<file path="src/rtl/neuron_pkg.sv">
// neuron_pkg
// Shared definitions for the neuron parameter loader slice.
//   - default geometry of the output neuron (N_IN, W_W, X_W)
//   - FRAME_BYTES: bytes per load frame at the default geometry
//   - state_t: loader FSM states with fixed encodings IDLE=0 .. FIRE=4
//   - x_hi_mask(): bits of the high activation byte that carry data
package neuron_pkg;

  localparam int N_IN_DEF    = 8;
  localparam int W_W_DEF     = 8;
  localparam int X_W_DEF     = 10;
  localparam int FRAME_BYTES = N_IN_DEF * 3;

  typedef enum logic [2:0] {
    IDLE      = 3'd0,
    LOAD_W    = 3'd1,
    LOAD_X_LO = 3'd2,
    LOAD_X_HI = 3'd3,
    FIRE      = 3'd4
  } state_t;

  // Activations are 9..16 bits wide, so the high byte carries X_W-8 data
  // bits; everything above them must be zero in a well-formed frame.
  function automatic logic [7:0] x_hi_mask(input int x_w);
    return 8'hFF >> (16 - x_w);
  endfunction

endpackage

</file>
<file path="src/rtl/neuron_param_loader_if.sv">
// neuron_param_loader_if
// Byte-serial load port plus the parallel neuron-side buses.
//   start  begin a new frame (loader honours it only when idle)
//   data   input byte, valid qualifies it, ready = loader accepting
//   w      N_IN packed weights,     w[i] at [i*W_W +: W_W]
//   x      N_IN packed activations, x[i] at [i*X_W +: X_W]
//   en     one-cycle fire pulse towards the neuron
//   busy   frame in progress
//   err    sticky malformed-frame flag
// master: pin-side logic driving bytes; slave: the loader.
interface neuron_param_loader_if
  import neuron_pkg::*;
#(
  parameter int N_IN = N_IN_DEF,
  parameter int W_W  = W_W_DEF,
  parameter int X_W  = X_W_DEF
);

  logic                  start;
  logic [7:0]            data;
  logic                  valid;
  logic                  ready;
  logic [N_IN*W_W-1:0]   w;
  logic [N_IN*X_W-1:0]   x;
  logic                  en;
  logic                  busy;
  logic                  err;

  modport master (
    output start, data, valid,
    input  ready, w, x, en, busy, err
  );

  modport slave (
    input  start, data, valid,
    output ready, w, x, en, busy, err
  );

endinterface

</file>
<file path="src/rtl/neuron_param_loader.sv">
// neuron_param_loader
// Collects N_IN weights (one byte each) followed by N_IN activations
// (low byte, then high byte) from a valid/ready byte stream, holds them
// on parallel buses and pulses en for one cycle once the frame is done.
// Ports:
//   clk_i  clock
//   rst_i  asynchronous active-low reset, clears every register
//   bus    neuron_param_loader_if slave modport (see interface header)
module neuron_param_loader
  import neuron_pkg::*;
#(
  parameter int N_IN = N_IN_DEF,
  parameter int W_W  = W_W_DEF,
  parameter int X_W  = X_W_DEF
) (
  input  logic                   clk_i,
  input  logic                   rst_i,
  neuron_param_loader_if.slave   bus
);

  localparam int               CNT_W    = (N_IN > 1) ? $clog2(N_IN) : 1;
  localparam logic [CNT_W-1:0] CNT_LAST = CNT_W'(N_IN - 1);
  localparam logic [7:0]       HI_MASK  = x_hi_mask(X_W);

  state_t              state_q;
  state_t              state_d;
  logic [CNT_W-1:0]    cnt_q;
  logic [W_W-1:0]      w_q [N_IN];
  logic [X_W-1:0]      x_q [N_IN];
  logic                err_q;
  logic                load_state;
  logic                accept;
  logic                cnt_last;
  logic [N_IN*W_W-1:0] w_flat;
  logic [N_IN*X_W-1:0] x_flat;

  // ready depends only on the state register, so accept never loops back
  // into the next-state logic combinationally.
  assign load_state = (state_q == LOAD_W) || (state_q == LOAD_X_LO) ||
                      (state_q == LOAD_X_HI);
  assign accept     = bus.valid && load_state;
  assign cnt_last   = (cnt_q == CNT_LAST);

  assign bus.ready  = load_state;
  assign bus.en     = (state_q == FIRE);
  assign bus.busy   = (state_q != IDLE);
  assign bus.err    = err_q;

  always_ff @(posedge clk_i or negedge rst_i) begin
    if (!rst_i) begin
      state_q <= IDLE;
    end else begin
      state_q <= state_d;
    end
  end

  always_comb begin
    state_d = state_q;
    case (state_q)
      IDLE:      if (bus.start)          state_d = LOAD_W;
      LOAD_W:    if (accept && cnt_last) state_d = LOAD_X_LO;
      LOAD_X_LO: if (accept)             state_d = LOAD_X_HI;
      LOAD_X_HI: if (accept)             state_d = cnt_last ? FIRE : LOAD_X_LO;
      FIRE:                              state_d = IDLE;
      default:                           state_d = IDLE;
    endcase
  end

  // The counter walks the weights once and then the activations once; it
  // is rewound when the weight phase ends and advances only after each
  // activation high byte. A bad high byte flags err but the frame runs on.
  always_ff @(posedge clk_i or negedge rst_i) begin
    if (!rst_i) begin
      cnt_q <= '0;
      err_q <= 1'b0;
      for (int i = 0; i < N_IN; i++) begin
        w_q[i] <= '0;
        x_q[i] <= '0;
      end
    end else begin
      case (state_q)
        IDLE: begin
          if (bus.start) begin
            cnt_q <= '0;
            err_q <= 1'b0;
          end
        end
        LOAD_W: begin
          if (accept) begin
            w_q[cnt_q] <= bus.data[W_W-1:0];
            cnt_q      <= cnt_last ? '0 : cnt_q + CNT_W'(1);
          end
        end
        LOAD_X_LO: begin
          if (accept) begin
            x_q[cnt_q][7:0] <= bus.data;
          end
        end
        LOAD_X_HI: begin
          if (accept) begin
            x_q[cnt_q][X_W-1:8] <= bus.data[X_W-9:0];
            if ((bus.data & ~HI_MASK) != 8'd0) begin
              err_q <= 1'b1;
            end
            if (!cnt_last) begin
              cnt_q <= cnt_q + CNT_W'(1);
            end
          end
        end
        default: ;
      endcase
    end
  end

  always_comb begin
    w_flat = '0;
    x_flat = '0;
    for (int i = 0; i < N_IN; i++) begin
      w_flat[i*W_W +: W_W] = w_q[i];
      x_flat[i*X_W +: X_W] = x_q[i];
    end
  end

  assign bus.w = w_flat;
  assign bus.x = x_flat;

endmodule
</file>
<file path="src/flat_wrapper.sv">
// flat-port wrapper written by rule: the top's interface ports become plain ports
module neuron_param_loader_flat import neuron_pkg::*;
#(
  parameter int N_IN = N_IN_DEF,
  parameter int W_W  = W_W_DEF,
  parameter int X_W  = X_W_DEF
)
  (clk_i, rst_i, bus_start, bus_data, bus_valid, bus_ready, bus_w, bus_x, bus_en, bus_busy, bus_err);
  neuron_param_loader_if #(.N_IN(N_IN), .W_W(W_W), .X_W(X_W)) bus_i ();
  input  logic clk_i;
  input  logic rst_i;
  input wire logic [$bits(bus_i.start)-1:0] bus_start;
  input wire logic [$bits(bus_i.data)-1:0] bus_data;
  input wire logic [$bits(bus_i.valid)-1:0] bus_valid;
  output wire logic [$bits(bus_i.ready)-1:0] bus_ready;
  output wire logic [$bits(bus_i.w)-1:0] bus_w;
  output wire logic [$bits(bus_i.x)-1:0] bus_x;
  output wire logic [$bits(bus_i.en)-1:0] bus_en;
  output wire logic [$bits(bus_i.busy)-1:0] bus_busy;
  output wire logic [$bits(bus_i.err)-1:0] bus_err;
  assign bus_i.start = bus_start;
  assign bus_i.data = bus_data;
  assign bus_i.valid = bus_valid;
  assign bus_ready = bus_i.ready;
  assign bus_w = bus_i.w;
  assign bus_x = bus_i.x;
  assign bus_en = bus_i.en;
  assign bus_busy = bus_i.busy;
  assign bus_err = bus_i.err;
  neuron_param_loader #(.N_IN(N_IN), .W_W(W_W), .X_W(X_W)) u_core (.clk_i(clk_i), .rst_i(rst_i), .bus(bus_i));
endmodule
</file>
<file path="config.mk">
export PLATFORM = sky130hd
export DESIGN_NAME = neuron_param_loader_flat
export DESIGN_NICKNAME = d
export VERILOG_FILES = /design/src/rtl/neuron_pkg.sv /design/src/rtl/neuron_param_loader_if.sv /design/src/rtl/neuron_param_loader.sv /design/src/flat_wrapper.sv
export SDC_FILE = /design/constraint.sdc
export NUM_CORES = 1
export LEC_CHECK = 0
export CAP_MARGIN = 20
export CORE_AREA = 2 2 135 189
export CTS_BUF_LIST = sky130_fd_sc_hd__clkbuf_8
export DETAILED_ROUTE_END_ITERATION = 8
export DIE_AREA = 0 0 137 191
export GPL_ROUTABILITY_DRIVEN = 1
export PLACE_DENSITY_LB_ADDON = 0.3
export RECOVER_POWER = 100
export SLEW_MARGIN = 20
export SYNTH_ARGS = -nofsm -noshare
export SYNTH_HDL_FRONTEND = slang
export SYNTH_SLANG_ARGS = --single-unit
</file>
<file path="constraint.sdc">
create_clock -name clk_i -period 3.7 [get_ports clk_i]
set_input_delay 0.74 -clock clk_i [delete_from_list [all_inputs] [get_ports clk_i]]
set_output_delay 0.74 -clock clk_i [all_outputs]
set_load 0.02 [all_outputs]
</file>
==> results of run 1 <==
## registers in the layout (all words and copies together) (netlist names)
name	cells
u_core.bus.x	80
u_core.bus.w	64
u_core.cnt_q	3
u_core.state_q	3
u_core.bus.err	1
## through the flow
stage	hold slack [ns]	cells
6_report	0.491	881
5_1_grt	0.511	881
4_1_cts	0.170	881
3_5_place_dp	0.484	849
3_3_place_gp	0.479	849
2_1_floorplan	0.444	388
## routing by layer
metal / up-vias / track usage (%)
li1: 1708 / -
met1: 2022 / 15.3
met2: 114 / 23.7
met3: 13 / 3.71
met4: 0 / 4.64
met5: - / 0
## power breakdown
part / internal [mW] / leakage [nW] / total, mW / switching, mW
Combinational: 1.40 / 1.80 / 2.85 / 1.46
Clock: 0.643 / 0.208 / 1.32 / 0.672
Sequential: 2.30 / 1.97 / 2.69 / 0.395
Total: 4.33 / 3.98 / 6.86 / 2.52
## worst min path at each step
stage	startpoint	cells past startpoint	slack [ns]	end
2_1_floorplan	rst_i	0	0.44	u_core.bus.err
3_3_place_gp	u_core.bus.w[0]	1	0.48	u_core.bus.w[0]
3_5_place_dp	u_core.bus.w[8]	1	0.48	u_core.bus.w[8]
4_1_cts	rst_i	1	0.17	u_core.bus.x[0]
5_1_grt	u_core.bus.w[8]	1	0.51	u_core.bus.w[8]
6_report	u_core.bus.w[8]	1	0.49	u_core.bus.w[8]
## synthesized netlist by cell type, drive strengths merged, types with 2 or more instances
library cell / instances / share of area (%)
and2: 3 / 0.31
and4bb: 2 / 0.42
buf: 9 / 0.83
clkbuf: 12 / 0.79
dfrtp: 151 / 63
ha: 2 / 0.42
mux2: 144 / 27
nand2: 15 / 1.3
nand3: 3 / 0.25
nand3b: 4 / 0.50
nand4bb: 2 / 0.37
nor2: 17 / 2.0
nor3: 3 / 0.33
nor3b: 3 / 0.62
o211ai: 2 / 0.25
o31ai: 3 / 0.37
## worst reg2reg max path: cells and delay by family (launching register included)
family,cells,cell delay [ns]
mux,1,0.42
flops,1,0.54
simple gates,2,1.16
## area by class of cell
type                    instances  area (um2)  area share (%)
inverters                       1        3.75          0.0452
multi-input cells             215        2070            24.9
clock buffers                  19         262            3.15
flip-flops and latches        151        3780            45.5
repair buffers                167        1650            19.9
well taps                     315         394            4.75
clock inverters                13         146            1.76
## logic make-up (layout without fill, tap and decap cells)
family,count (synthesis),count (layout)
XOR/XNOR,1,1
adder cells (fa/ha/maj),2,2
flip-flops,151,151
multiplexers,144,144
AO/OA/AOI/OAI,9,9
AND/OR/NAND/NOR,59,59
buffers and inverters,22,200
==> metrics.md, run 1 <==
| Metric | Value |
|---|---|
| Syn_nets | `402` |
| Vias | `approximately 3900` |
| Measured slew at the worst slew-check pin | `2.53 ns` |
| ANT cells | `0` |
| Cells after synthesis | `roughly 390` |
| Dpl hpwl | `11.8 mm` |
| Failing checks | `max-capacitance violations, max-slew violations` |
| Post-synthesis adder-cell area fraction | `less than 1%` |
| Die Area | `between 20000 and 30000 um2` |
| Initial antenna violation count | `1` |
| Crit path capture | `bus_busy` |
| CP max FO | `15` |
| Critical Path Start | `u_core.state_q[2]` |
| Final hold violation count | `0` |
| Power Total | `6.86 mW` |
| Critical path depth in cells | `2` |
| Clock root cell | `clkbuf_8` |
| Metal-1 WL | `approximately 6.7 mm` |
| Worst-path clk slew | `0.08 ns` |
| Synth Area in Compound Gates | `1.10%` |
| Crit path cell chain | `or3_1 -> dlygate4sd3_1` |
| R2R setup slack | `about 1.5 ns` |
| Crit. End Element | `output pin` |
| Layout net count | `about 570` |
| Post-CTS sizing | `0` |
| CP max stage delay | `about 0.66 ns` |
| Clock skew | `approximately 0.013 ns` |
| Sequential fraction of the synthesis area | `a little over three fifths` |
| Top_reg_cell synth | `dfrtp_1` |
| RSZ-0062 raised after global routing | `no` |
| DRC viols | `0` |
| CTS Buffer Depth | `2` |
| Required @ worst endpoint | `between 2 and 3 ns` |
| Most frequent cells in the layout | `dfrtp_1, dlygate4sd3_1, mux2_2` |
| TNS Setup | `0 ns` |
| Post-Synth XOR/XNOR Area | `0.145%` |
| Place WS | `just over 0.8 ns` |
| Initial Util | `around a quarter` |
| DR top layer | `met4` |
| Kind of critical path | `flip-flop to output pin` |
| Outcome | `finished, violations left` |
| Yosys warns | `0` |
| Skew-Pair Late Insertion Delay | `0.45 ns` |
| Critical path buffer and inverter count | `1` |
| Most common cell after layout, fill and taps aside | `dfrtp_1` |
| Drt pass-1 iters | `4` |
| MaxCap Viol Count | `1` |
| R2R depth | `3` |
| DR iter-0 viols | `between 70 and 80` |
| Vias in the first global route | `around 4200` |
| Met2 WL | `roughly 8.7 mm` |
| # IOs | `160` |
| Final Cycle Share | `76.7%` |
| Via density | `~4.4` |
| Post-Syn Area | `between 6000 and 7000 um2` |
| Synthesized area per cell | `15.5 um2` |
| Core Util, Final | `about a third` |
| Drt wl/cell | `between 15 and 20 um` |
| Grt ovf | `0` |
| Met3 Wirelength | `856 um` |
| Routed wire length | `16.5 mm` |
| Die width | `137 um` |
| VDD IR max | `roughly 0.00037 V` |
| Startpoint class of the critical path | `flip-flop` |
| Post-synth EDFFs | `0` |
| Largest net degree at the start of global routing | `between 60 and 70` |
| Cts bufs inserted | `17` |
| Power Density | `a little over 800 nW/um2` |
| Yosys cell types | `36` |
| Slew headroom | `-68.5%` |
| CTS Sinks | `between 150 and 200` |
| Leak | `just under 4 nW` |
| Final Cell Area | `approximately 8300 um2` |
| Asr flop ratio synth | `100%` |
| GPL Wtd Cong | `slightly above 0.7` |
| Global-route wire length before repair | `about 26 mm` |
| Layout Area Growth over Synthesis | `37.9%` |
| Largest delay contributor family on the critical path | `buffers and inverters` |
| Arr. time, crit path | `approximately 2.1 ns` |
| Reg-to-Reg End | `u_core.bus.w[49]` |
| FF+latch count, synth | `between 150 and 200` |
| Fmax | `353 MHz` |
| Slowest CP cell | `dlygate4sd3_1` |
| Final min period | `approximately 2.8 ns` |
| Fill count | `approximately 2500` |
| H-tree levels | `4` |
| Min setup slack post-route | `0.863 ns` |
| Die height | `between 150 and 200 um` |
| Std cell rows | `between 60 and 70` |
| Post-Synth Simple-Gate Area | `about 7%` |
| # setup viols final | `0` |
| I/O Buffers | `159` |
| Share of layout cells above drive strength 1 | `between 30% and 40%` |
| CTS tree | `yes` |
| Tot GR Track Use | `between 10% and 20%` |
| CTS hold repair buffers | `0` |
| Core area | `24500 um2` |
| RR Startpoint | `u_core.state_q[2]` |
| Setup Buffers After CTS | `0` |
| Post-DP Area | `around 8000 um2` |
| Antenna viol nets, final | `0` |
| Worst hold path type | `flip-flop to flip-flop` |
| Largest family of logic cells by synthesized area | `multiplexers` |
| Post-synthesis mux area share | `a little over a quarter` |
| Final Max Tran Viols | `44` |
Power figures use the tool's default switching activity.
==> inputs of run 2 (changes only) <==
==> constraint.sdc (replaced) <==
create_clock -name clk_i -period 2.8 [get_ports clk_i]
set_input_delay 0.56 -clock clk_i [delete_from_list [all_inputs] [get_ports clk_i]]
set_output_delay 0.56 -clock clk_i [all_outputs]
set_load 0.02 [all_outputs]
==> run 2 against run 1 <==
Against the previous run:
- the flow now finishes without violations
- first-iteration DRC count rose by 44%
- cell count grew 0.57%
- flip-flop and latch count unchanged
- via count decreased by 0.62%
- critical path depth is the same
- worst hold slack worse by 0.052 ns
- register-to-register slack got worse by 0.93 ns
- non-clock buffer count rose by 5
- clock-buffer cell count is 1 lower
- die area unchanged
- routed wire length grew 2.8%
- total power rose by 34%
- critical path type unchanged
- critical endpoint unchanged
- largest cell class unchanged
- highest routed layer unchanged
==> metrics.md, run 2 (synthesized netlist as in run 1, its figures left out) <==
| Metric | Value |
|---|---|
| Max reg flops | `80` |
| CTS hold repair buffers | `0` |
| CTS Buffer Depth | `2` |
| Largest delay contributor family on the critical path | `buffers and inverters` |
| Kind of critical path | `flip-flop to output pin` |
| Leak | `roughly 4 nW` |
| Clock root cell | `clkbuf_8` |
| Grt ovf | `0` |
| Share of layout cells above drive strength 1 | `a little under a third` |
| Layout Area Growth over Synthesis | `39.0%` |
| Initial Util | `between 20% and 30%` |
| Die height | `between 150 and 200 um` |
| Power Density | `about 1100 nW/um2` |
| Skew-Pair Late Insertion Delay | `roughly 0.45 ns` |
| # IOs | `160` |
| I/O Buffers | `about 160` |
| Initial antenna violation count | `0` |
| Multi-input logic area | `about 2100 um2` |
| ANT cells | `0` |
| Fmax | `around 380 MHz` |
| Antenna viol nets, final | `0` |
| TNS Setup | `0 ns` |
| Die width | `~140 um` |
| Critical path buffer and inverter count | `1` |
| CTS tree | `yes` |
| Crit. End Element | `output pin` |
| Layout net count | `roughly 570` |
| Via density | `4.33` |
| Most common cell after layout, fill and taps aside | `dfrtp_1` |
| Slew headroom | `~4.1%` |
| Drt pass-1 iters | `4` |
| Cts bufs inserted | `17` |
| Core area | `24500 um2` |
| Final min period | `between 2 and 3 ns` |
| VDD IR max | `between 0.0004 and 0.0005 V` |
| Setup Buffers After CTS | `0` |
| DR iter-0 viols | `104` |
| Startpoint class of the critical path | `flip-flop` |
| DRC viols | `0` |
| Clock skew | `between 0.007 and 0.008 ns` |
| H-tree levels | `4` |
| CTS Sinks | `approximately 150` |
| RSZ-0062 raised after global routing | `no` |
| Place WS | `0.366 ns` |
| Most frequent cells in the layout | `dfrtp_1, dlygate4sd3_1, mux2_2` |
| CP max FO | `15` |
| Worst hold path type | `primary input to asynchronous set/reset pin` |
| Vias | `about 3800` |
| Final Max Tran Viols | `0` |
| CP max stage delay | `0.66 ns` |
| Required @ worst endpoint | `about 2.2 ns` |
| Fill count | `about 2400` |
| Drt wl/cell | `between 15 and 20 um` |
| Post-CTS sizing | `0` |
| Outcome | `complete, no violations` |
| # setup viols final | `0` |
| Min setup slack post-route | `roughly 0.18 ns` |
| Largest net degree at the start of global routing | `56` |
| Std cell rows | `between 60 and 70` |
| Slowest CP cell | `dlygate4sd3_1` |
| MaxCap Viol Count | `0` |
| Crit path cell chain | `or3_1 -> dlygate4sd3_1` |
| Global-route wire length before repair | `25.7 mm` |
| Worst-path clk slew | `approximately 0.08 ns` |
| Routed wire length | `17.0 mm` |
| Die Area | `between 20000 and 30000 um2` |
| Dpl hpwl | `12.4 mm` |
| Vias in the first global route | `around 4200` |
| Final hold violation count | `0` |
| Measured slew at the worst slew-check pin | `approximately 1.4 ns` |
| GPL Wtd Cong | `between 0.7 and 0.8` |
| Final Cycle Share | `between 90% and 100%` |
| Register Area | `between 3000 and 4000 um2` |
| Tot GR Track Use | `13.6%` |
| Arr. time, crit path | `approximately 2 ns` |
run 2: cell types whose count changed in the layout (fill, tap and decap cells not counted):
cell / previous run / this run
bufinv_16: 2 / 4
inv_1: 2 / 3
inv_6: 3 / 2
inv_8: 0 / 1
buf_4: 6 / 7
clkbuf_8: 19 / 18
clkinv_4: 5 / 4
clkinv_2: 1 / 0
clkbuf_1: 2 / 4
clkbuf_2: 0 / 2
run 2: cell type report:
| class | count | share of cell area, % |
|---|---|---|
| Multi-Input combinational cell | 215 | 24.7 |
| Inverter | 1 | 0.0449 |
| Timing Repair Buffer | 172 | 20.1 |
| Sequential cell | 151 | 45.2 |
| Tap cell | 315 | 4.71 |
| Clock buffer | 18 | 2.96 |
| Clock inverter | 14 | 2.38 |
run 2: worst paths after layout:
path                                   start          endpoint  slack (ns)  cells after the start
setup / recovery           u_core.state_q[2]          bus_busy        0.18                      2
hold / removal                         rst_i   u_core.bus.x[8]        0.44                      1
setup reg to reg           u_core.state_q[1]  u_core.bus.w[51]        0.54                      4
hold reg to reg             u_core.bus.w[33]  u_core.bus.w[33]        0.50                      1
max in group asynchronous              rst_i   u_core.bus.x[6]        0.82                      2
min in group clk_i          u_core.bus.w[33]  u_core.bus.w[33]        0.50                      1
run 2: worst reg2reg max path: stages (launching register included):
cell,delay (ns)
dfrtp_1,0.54
nand4bb_1,0.28
clkbuf_1,0.17
nor2_1,0.74
mux2_2,0.42
run 2: metrics by stage:
stage	hold WS (ns)	std cells	instance area, um2	utilization (%)	power [mW]
floorplan	0.264	388	6020	-	5.69
global placement	0.480	854	8020	32.7	7.78
detailed placement	0.481	854	8020	32.7	7.87
CTS	0.0490	886	8470	34.6	9.80
global route	0.513	886	8370	34.2	9.78
finish	0.440	886	8370	34.2	9.22
run 2: report_power, final:
group          total [mW]  internal [mW]  switching [mW]
clock                1.87           1.01           0.869
combinational        3.77           1.85            1.92
sequential           3.58           3.03           0.549
total                9.22           5.89            3.34
run 2: routing by layer:
metal | share of wire [%] | vias to the layer above | GRT usage (%)
met3 | 5.3 | 16 | 3.90
met2 | 54 | 110 | 24.3
met5 | 0 | - | 0
li1 | - | 1715 | -
met4 | 1.4 | 0 | 4.64
met1 | 39 | 1992 | 15.3
